## src/rtl/audio_sample_packet_builder_if.sv

```systemverilog
`default_nettype none
// +----------------------------------------------------------------------------+
// | audio_sample_packet_builder_if: sample-in and packet-out handshake bundle  |
// | Rev 1.0                                                                    |
// +----------------------------------------------------------------------------+
interface audio_sample_packet_builder_if #(
  parameter int AUDIO_BIT_WIDTH = 24
);
  logic [AUDIO_BIT_WIDTH-1:0] audio_l;
  logic [AUDIO_BIT_WIDTH-1:0] audio_r;
  logic                       audio_valid;
  logic                       audio_ready;
  logic [191:0]               channel_status;
  logic                       packet_valid;
  logic                       packet_ready;
  logic [23:0]                header;
  logic [55:0]                sub0;
  logic [55:0]                sub1;
  logic [55:0]                sub2;
  logic [55:0]                sub3;

  // master: the packet builder itself
  modport master (
    input  audio_l, audio_r, audio_valid, channel_status, packet_ready,
    output audio_ready, packet_valid, header, sub0, sub1, sub2, sub3
  );

  modport slave (
    output audio_l, audio_r, audio_valid, channel_status, packet_ready,
    input  audio_ready, packet_valid, header, sub0, sub1, sub2, sub3
  );
endinterface
`default_nettype wire

```

## src/rtl/audio_sample_packet_builder.sv

```systemverilog
`default_nettype none
// +----------------------------------------------------------------------------+
// | audio_sample_packet_builder: HDMI audio sample packet (type 0x02, layout 0)|
// | Rev 1.0                                                                    |
// +----------------------------------------------------------------------------+
module audio_sample_packet_builder #(
  parameter int AUDIO_BIT_WIDTH    = 24,
  parameter int SAMPLES_PER_PACKET = 4
) (
  input  wire logic                     clk_pixel,
  input  wire logic                     reset,
  audio_sample_packet_builder_if.master bus
);
  localparam logic [2:0] c_SPP  = 3'(SAMPLES_PER_PACKET);
  localparam logic [2:0] c_LAST = 3'(SAMPLES_PER_PACKET - 1);

  logic [2:0]  r_count;
  logic [7:0]  r_fc;
  logic        r_pvalid;
  logic [23:0] r_header;
  logic [55:0] r_sub [4];

  logic [23:0] w_l;
  logic [23:0] w_r;
  logic        w_c;
  logic        w_accept;
  logic        w_out_free;
  logic        w_load;
  logic [55:0] w_sub [4];
  logic [3:0]  w_b;
  logic [3:0]  w_present;

  // Byte 6 carries {P_R, C_R, U_R, V_R, P_L, C_L, U_L, V_L} with V = U = 0.
  function automatic logic [55:0] f_sub(input logic [23:0] l, input logic [23:0] r,
                                        input logic c);
    f_sub = {(^r) ^ c, c, 2'b00, (^l) ^ c, c, 2'b00, r, l};
  endfunction

  generate
    if (AUDIO_BIT_WIDTH == 24) begin : g_full_width
      assign w_l = bus.audio_l;
      assign w_r = bus.audio_r;
    end else begin : g_justify
      assign w_l = {bus.audio_l, {(24 - AUDIO_BIT_WIDTH){1'b0}}};
      assign w_r = {bus.audio_r, {(24 - AUDIO_BIT_WIDTH){1'b0}}};
    end
  endgenerate

  assign bus.audio_ready = (r_count != c_SPP);
  assign w_accept        = bus.audio_valid && bus.audio_ready;
  assign w_c             = bus.channel_status[r_fc];
  assign w_out_free      = !r_pvalid || bus.packet_ready;
  assign w_load          = w_out_free &&
                           ((w_accept && (r_count == c_LAST)) || (r_count == c_SPP));

  generate
    for (genvar i = 0; i < 4; i++) begin : g_slot
      if (i < SAMPLES_PER_PACKET) begin : g_used
        logic [23:0] r_sl;
        logic [23:0] r_sr;
        logic        r_sc;
        logic        r_sb;
        logic        w_here;

        assign w_here = w_accept && (r_count == 3'(i));

        always_ff @(posedge clk_pixel or posedge reset) begin
          if (reset) begin
            r_sl <= '0;
            r_sr <= '0;
            r_sc <= 1'b0;
            r_sb <= 1'b0;
          end else if (w_here) begin
            r_sl <= w_l;
            r_sr <= w_r;
            r_sc <= w_c;
            r_sb <= (r_fc == 8'd0);
          end
        end

        // The sample arriving this cycle bypasses the buffer so the final
        // accept can load the output without an extra cycle.
        assign w_sub[i]     = w_here ? f_sub(w_l, w_r, w_c) : f_sub(r_sl, r_sr, r_sc);
        assign w_b[i]       = w_here ? (r_fc == 8'd0) : r_sb;
        assign w_present[i] = 1'b1;
      end else begin : g_unused
        assign w_sub[i]     = '0;
        assign w_b[i]       = 1'b0;
        assign w_present[i] = 1'b0;
      end
    end
  endgenerate

  always_ff @(posedge clk_pixel or posedge reset) begin
    if (reset) begin
      r_count  <= '0;
      r_fc     <= '0;
      r_pvalid <= 1'b0;
      r_header <= '0;
      for (int i = 0; i < 4; i++) r_sub[i] <= '0;
    end else begin
      if (w_accept) r_fc <= (r_fc == 8'd191) ? 8'd0 : r_fc + 8'd1;
      if (w_load) begin
        r_count  <= '0;
        r_pvalid <= 1'b1;
        r_header <= {w_b, 4'h0, 4'h0, w_present, 8'h02};
        for (int i = 0; i < 4; i++) r_sub[i] <= w_sub[i];
      end else begin
        if (w_accept) r_count <= (r_count == c_LAST) ? c_SPP : r_count + 3'd1;
        if (bus.packet_ready) r_pvalid <= 1'b0;
      end
    end
  end

  assign bus.packet_valid = r_pvalid;
  assign bus.header       = r_header;
  assign bus.sub0         = r_sub[0];
  assign bus.sub1         = r_sub[1];
  assign bus.sub2         = r_sub[2];
  assign bus.sub3         = r_sub[3];
endmodule
`default_nettype wire

```

## src/flat_wrapper.sv

```systemverilog
// flat-port wrapper written by rule: the top's interface ports become plain ports
module audio_sample_packet_builder_flat 
#(
  parameter int AUDIO_BIT_WIDTH    = 24,
  parameter int SAMPLES_PER_PACKET = 4
)
  (clk_pixel, reset, bus_audio_l, bus_audio_r, bus_audio_valid, bus_channel_status, bus_packet_ready, bus_audio_ready, bus_packet_valid, bus_header, bus_sub0, bus_sub1, bus_sub2, bus_sub3);
  audio_sample_packet_builder_if #(.AUDIO_BIT_WIDTH(AUDIO_BIT_WIDTH)) bus_i ();
  input  wire logic clk_pixel;
  input  wire logic reset;
  input wire logic [$bits(bus_i.audio_l)-1:0] bus_audio_l;
  input wire logic [$bits(bus_i.audio_r)-1:0] bus_audio_r;
  input wire logic [$bits(bus_i.audio_valid)-1:0] bus_audio_valid;
  input wire logic [$bits(bus_i.channel_status)-1:0] bus_channel_status;
  input wire logic [$bits(bus_i.packet_ready)-1:0] bus_packet_ready;
  output wire logic [$bits(bus_i.audio_ready)-1:0] bus_audio_ready;
  output wire logic [$bits(bus_i.packet_valid)-1:0] bus_packet_valid;
  output wire logic [$bits(bus_i.header)-1:0] bus_header;
  output wire logic [$bits(bus_i.sub0)-1:0] bus_sub0;
  output wire logic [$bits(bus_i.sub1)-1:0] bus_sub1;
  output wire logic [$bits(bus_i.sub2)-1:0] bus_sub2;
  output wire logic [$bits(bus_i.sub3)-1:0] bus_sub3;
  assign bus_i.audio_l = bus_audio_l;
  assign bus_i.audio_r = bus_audio_r;
  assign bus_i.audio_valid = bus_audio_valid;
  assign bus_i.channel_status = bus_channel_status;
  assign bus_i.packet_ready = bus_packet_ready;
  assign bus_audio_ready = bus_i.audio_ready;
  assign bus_packet_valid = bus_i.packet_valid;
  assign bus_header = bus_i.header;
  assign bus_sub0 = bus_i.sub0;
  assign bus_sub1 = bus_i.sub1;
  assign bus_sub2 = bus_i.sub2;
  assign bus_sub3 = bus_i.sub3;
  audio_sample_packet_builder #(.AUDIO_BIT_WIDTH(AUDIO_BIT_WIDTH), .SAMPLES_PER_PACKET(SAMPLES_PER_PACKET)) u_core (.clk_pixel(clk_pixel), .reset(reset), .bus(bus_i));
endmodule
```

## config.mk

```make
export PLATFORM = sky130hd
export DESIGN_NAME = audio_sample_packet_builder_flat
export DESIGN_NICKNAME = d
export VERILOG_FILES = /design/src/rtl/audio_sample_packet_builder_if.sv /design/src/rtl/audio_sample_packet_builder.sv /design/src/flat_wrapper.sv
export SDC_FILE = /design/constraint.sdc
export NUM_CORES = 1
export LEC_CHECK = 0
export BUFFER_PORTS_ARGS = -buffer_cell sky130_fd_sc_hd__buf_2
export CORE_MARGIN = 2
export CORE_UTILIZATION = 50
export CTS_CLUSTER_DIAMETER = 50
export DETAILED_ROUTE_END_ITERATION = 7
export GPL_ROUTABILITY_DRIVEN = 0
export PLACE_DENSITY = 0.75
export SYNTH_ARGS = -nofsm -noshare
export SYNTH_HDL_FRONTEND = slang
export SYNTH_SLANG_ARGS = --single-unit
```

## constraint.sdc

```tcl
create_clock -name clk_pixel -period 36.2 [get_ports clk_pixel]
set_input_delay 1.81 -clock clk_pixel [delete_from_list [all_inputs] [get_ports clk_pixel]]
set_output_delay 1.81 -clock clk_pixel [all_outputs]
set_load 0.02 [all_outputs]
```

==> summary.md <==
| Metric | Value |
|---|---|
| HPWL after DPL | `approximately 43000 um` |
| Vias | `approximately 17k` |
| IO Port Bufs | `462` |
| Max incr delay on CP | `0.94 ns` |
| Crit path max fanout | `104` |
| Max clock buf depth | `3` |
| Layout filler cell count | `3375` |
| Switching Share | `0.4413` |
| Critical path buffers and inverters | `4` |
| Footprint of the multi-input gates | `9011 um2` |
| Final Max Tran Viols | `0` |
| Vias/cell | `5.316` |
| Hold WC Path Type | `reg2reg` |
| Worst VDD drop | `0.07949 mV` |
| Cts repair resizes | `0` |
| Syn. warnings | `0` |
| First-pass GRT wire length | `around 94000 um` |
| Post-synth top cells | `nand2_1 (1040), dfrtp_1 (421), xnor2_1 (206)` |
| Wirelength, routed | `between 60000 and 70000 um` |
| Post-Syn Area | `20240 um2` |
| Tmin final | `approximately 4 ns` |
| Ranking of synthesized cells by area | `dfrtp_1 (52%), nand2_1 (19%), xnor2_1 (8.9%)` |
| Final setup viols | `0` |
| Antenna violations before repair | `5` |
| Largest net degree at the start of global routing | `177` |
| Final design utilization | `0.6098` |
| Sequential share of power | `0.300` |
| Period utilisation layout | `0.1100` |
| Comb power frac | `0.525` |
| Worst-Margin Slew | `~1.2 ns` |
| Critical path data arrival time | `about 4.5 ns` |
| RSZ-0062 raised after global routing | `false` |
| RR Startpoint | `u_core.r_fc[0]` |
| CP endpoint | `u_core.g_slot[0].g_used.r_sr[11]` |
| Max transition margin | `0.2052` |
| Clock network power share | `0.175` |
| Fin Setup TNS | `0 ns` |
| Static Leak | `roughly 13 nW` |
| Syn Inst Count | `2144` |
| Die area | `42110 um2` |
| Max Cap Viol | `0` |
| Htree depth | `2` |
| Seq cells post-synth | `421` |
| Clock transition at path regs | `0.06 ns` |
| Setup bufs post-CTS | `0` |
| Fin. Hold Viols | `0` |
| Final #Nets | `2801` |
| Post-DRT Antenna Nets | `0` |
| Die Y | `205.2 um` |
| Cells on worst reg2reg path | `8` |
| Count of different cell masters after synthesis | `52` |
| WS Path Type | `in2async` |
| Fmax | `251.0 MHz` |
| Clk_lat worst skew | `approximately 0.56 ns` |
| 1st-pass router iterations | `5` |
| Primary FF master, synth | `dfrtp_1` |
| Post-synth ARST share | `1.000` |
| Number of synthesized flops with an enable pin | `0` |
| Clk_skew | `about 0.017 ns` |
| CTS tree | `built` |
| Levels on crit path | `4` |
| Status | `complete, no violations` |
| Row cnt | `73` |
| Ports | `494` |
| Crit path cell chain | `buf_2 -> inv_8 -> buf_4 -> buf_4` |
| Most frequent CP cell | `buf_4` |
| Crit end category | `asynchronous set/reset pin` |
| Delay-heaviest family, CP | `buffers and inverters` |
| Slowest CP cell | `buf_4` |
| Top-area cell type share of the netlist area | `0.5205` |
| Vias in the first global route | `16.49k` |
| Worst Setup Start Kind | `primary input` |
| WL/cell | `between 20 and 25 um` |
| Global route overflow | `0` |
| # hold bufs at CTS | `0` |
| Core area | `39820 um2` |
| P per Cell Area | `around 110 nW/um2` |
| Die Width | `205.2 um` |
| CP Launch Point | `reset` |
| 1st-iter DRT viols | `approximately 1.4k` |
| Reg-to-Reg End | `u_core.bus.sub0[54]` |
| Reg area | `10540 um2` |
| Seq/Total Area, Yosys | `0.5205` |
| Hold path cells | `2` |
| GRT Overall Usage | `0.2933` |
| Total clock buffers created by CTS | `45` |
| Switch Pwr | `0.001221 W` |
| CTS sink cnt | `between 400 and 500` |
| Initial Util | `0.5083` |
| Top-count cell post-synth | `nand2_1` |
| Post-synthesis area per instance | `9.441 um2` |
| Internal Power | `around 0.0015 W` |
| Share of layout cells above drive strength 1 | `0.2593` |
| Area Growth Syn to Fin | `19.97%` |
| Reg2Reg Setup Slack | `32.54 ns` |
| CTS root buf | `clkbuf_16` |
| Cell taking the most area after synthesis | `dfrtp_1` |
| Critical path data required time | `around 37 ns` |
| Residual DRC | `0` |
## layout by cell type (no fill, tap or decap), types with 8 or more instances in the layout
master     Yosys  final
buf_4         42     16
nand2_1     1040   1036
mux2_2        56     56
xnor2_1      206    206
inv_1         13     12
nor2_1        24     24
dfrtp_1      421    419
a22oi_1       14     14
mux2i_1        9      9
mux4_2        41     41
clkbuf_8       0      9
nand3_1       24     24
buf_2          8    462
conb_1         1     31
clkbuf_16      0     47
clkinv_2       0      9
a311oi_1       8      8
xor2_1        33     33
nor3_1        19     19
## power by group through the flow
| stage | registers (W) | logic, W | clock network [W] |
|---|---|---|---|
| after global placement | 0.000827 | 0.00142 | 0 |
| after floorplan | 0.000883 | 0.000964 | 0 |
| final | 0.000830 | 0.00145 | 0.000483 |
| after detailed placement | 0.000834 | 0.00144 | 0 |
| after CTS | 0.000829 | 0.00145 | 0.000488 |
| after global routing | 0.000849 | 0.00157 | 0.000507 |
## flip-flops by register name (all words and copies together), names as in the netlist
| name | count |
|---|---|
| u_core.g_slot.g_used.r_sl | 96 |
| u_core.bus.sub3 | 51 |
| u_core.bus.sub2 | 51 |
| u_core.g_slot.g_used.r_sb | 4 |
| u_core.bus.header | 5 |
| u_core.r_fc | 8 |
| u_core.bus.packet_valid | 1 |
| u_core.g_slot.g_used.r_sc | 4 |
| u_core.bus.sub1 | 51 |
| u_core.bus.sub0 | 51 |
| u_core.g_slot.g_used.r_sr | 96 |
| u_core.r_count | 3 |
## final cells by class
cell class	instances	share of cell area
clock inverters	18	0.009481
repair buffers	479	0.1010
flip-flops and latches	421	0.4339
inverters	13	0.002319
well taps	525	0.02705
clock buffers	63	0.05462
multi-input cells	1590	0.3711
diodes	5	0.0005153
## how the worst min path moves through the flow
stage	slack (ns)	endpoint	from
finish	0.47	u_core.bus.sub0[43]	u_core.bus.sub0[43]
global route	0.49	u_core.bus.sub2[38]	u_core.bus.sub2[38]
CTS	0.47	u_core.bus.sub1[34]	u_core.bus.sub1[34]
detailed placement	0.46	u_core.bus.sub1[34]	u_core.bus.sub1[34]
global placement	0.46	u_core.bus.sub0[34]	u_core.bus.sub0[34]
floorplan	0.45	u_core.g_slot[0].g_used.r_sb	u_core.g_slot[0].g_used.r_sb
## logic make-up after synthesis
| logic type | share of synthesized area |
|---|---|
| AOI/OAI and AO/OA | 0.02306 |
| xor gates and xnor gates | 0.1056 |
| muxes | 0.08512 |
| and+or+nand+nor | 0.2196 |
| buffers and inverters | 0.04160 |
| DFF | 0.5205 |
| other | 0.0001853 |
| adders and majority gates | 0.004327 |
## stage by stage
stage	cell area [um2]	total power (W)	hold WS, ns	instances	setup slack (ns)
global route	24280	0.002927	0.4933	3113	31.77
CTS	24270	0.002768	0.4718	3109	32.15
floorplan	20350	0.001847	0.4493	2174	22.67
detailed placement	22710	0.002274	0.4564	3028	31.55
finish	24280	0.002766	0.4692	3114	32.22
global placement	22710	0.002247	0.4588	3028	31.64
## worst min-delay path, stage by stage, from the launching register on
cell and delay, ns:
dfrtp_1 0.34, nand2_1 0.05, nand2_1 0.05
## per-layer routing
metal  vias up  track usage  wire length, um
met1      8157       0.3564            23480
met5         -            0               13
li1       7564            -                -
met3       125      0.04640             4318
met2       707       0.5179            31880
met4         2       0.1256             2696
Note: power is estimated with default switching activity, not from simulation.
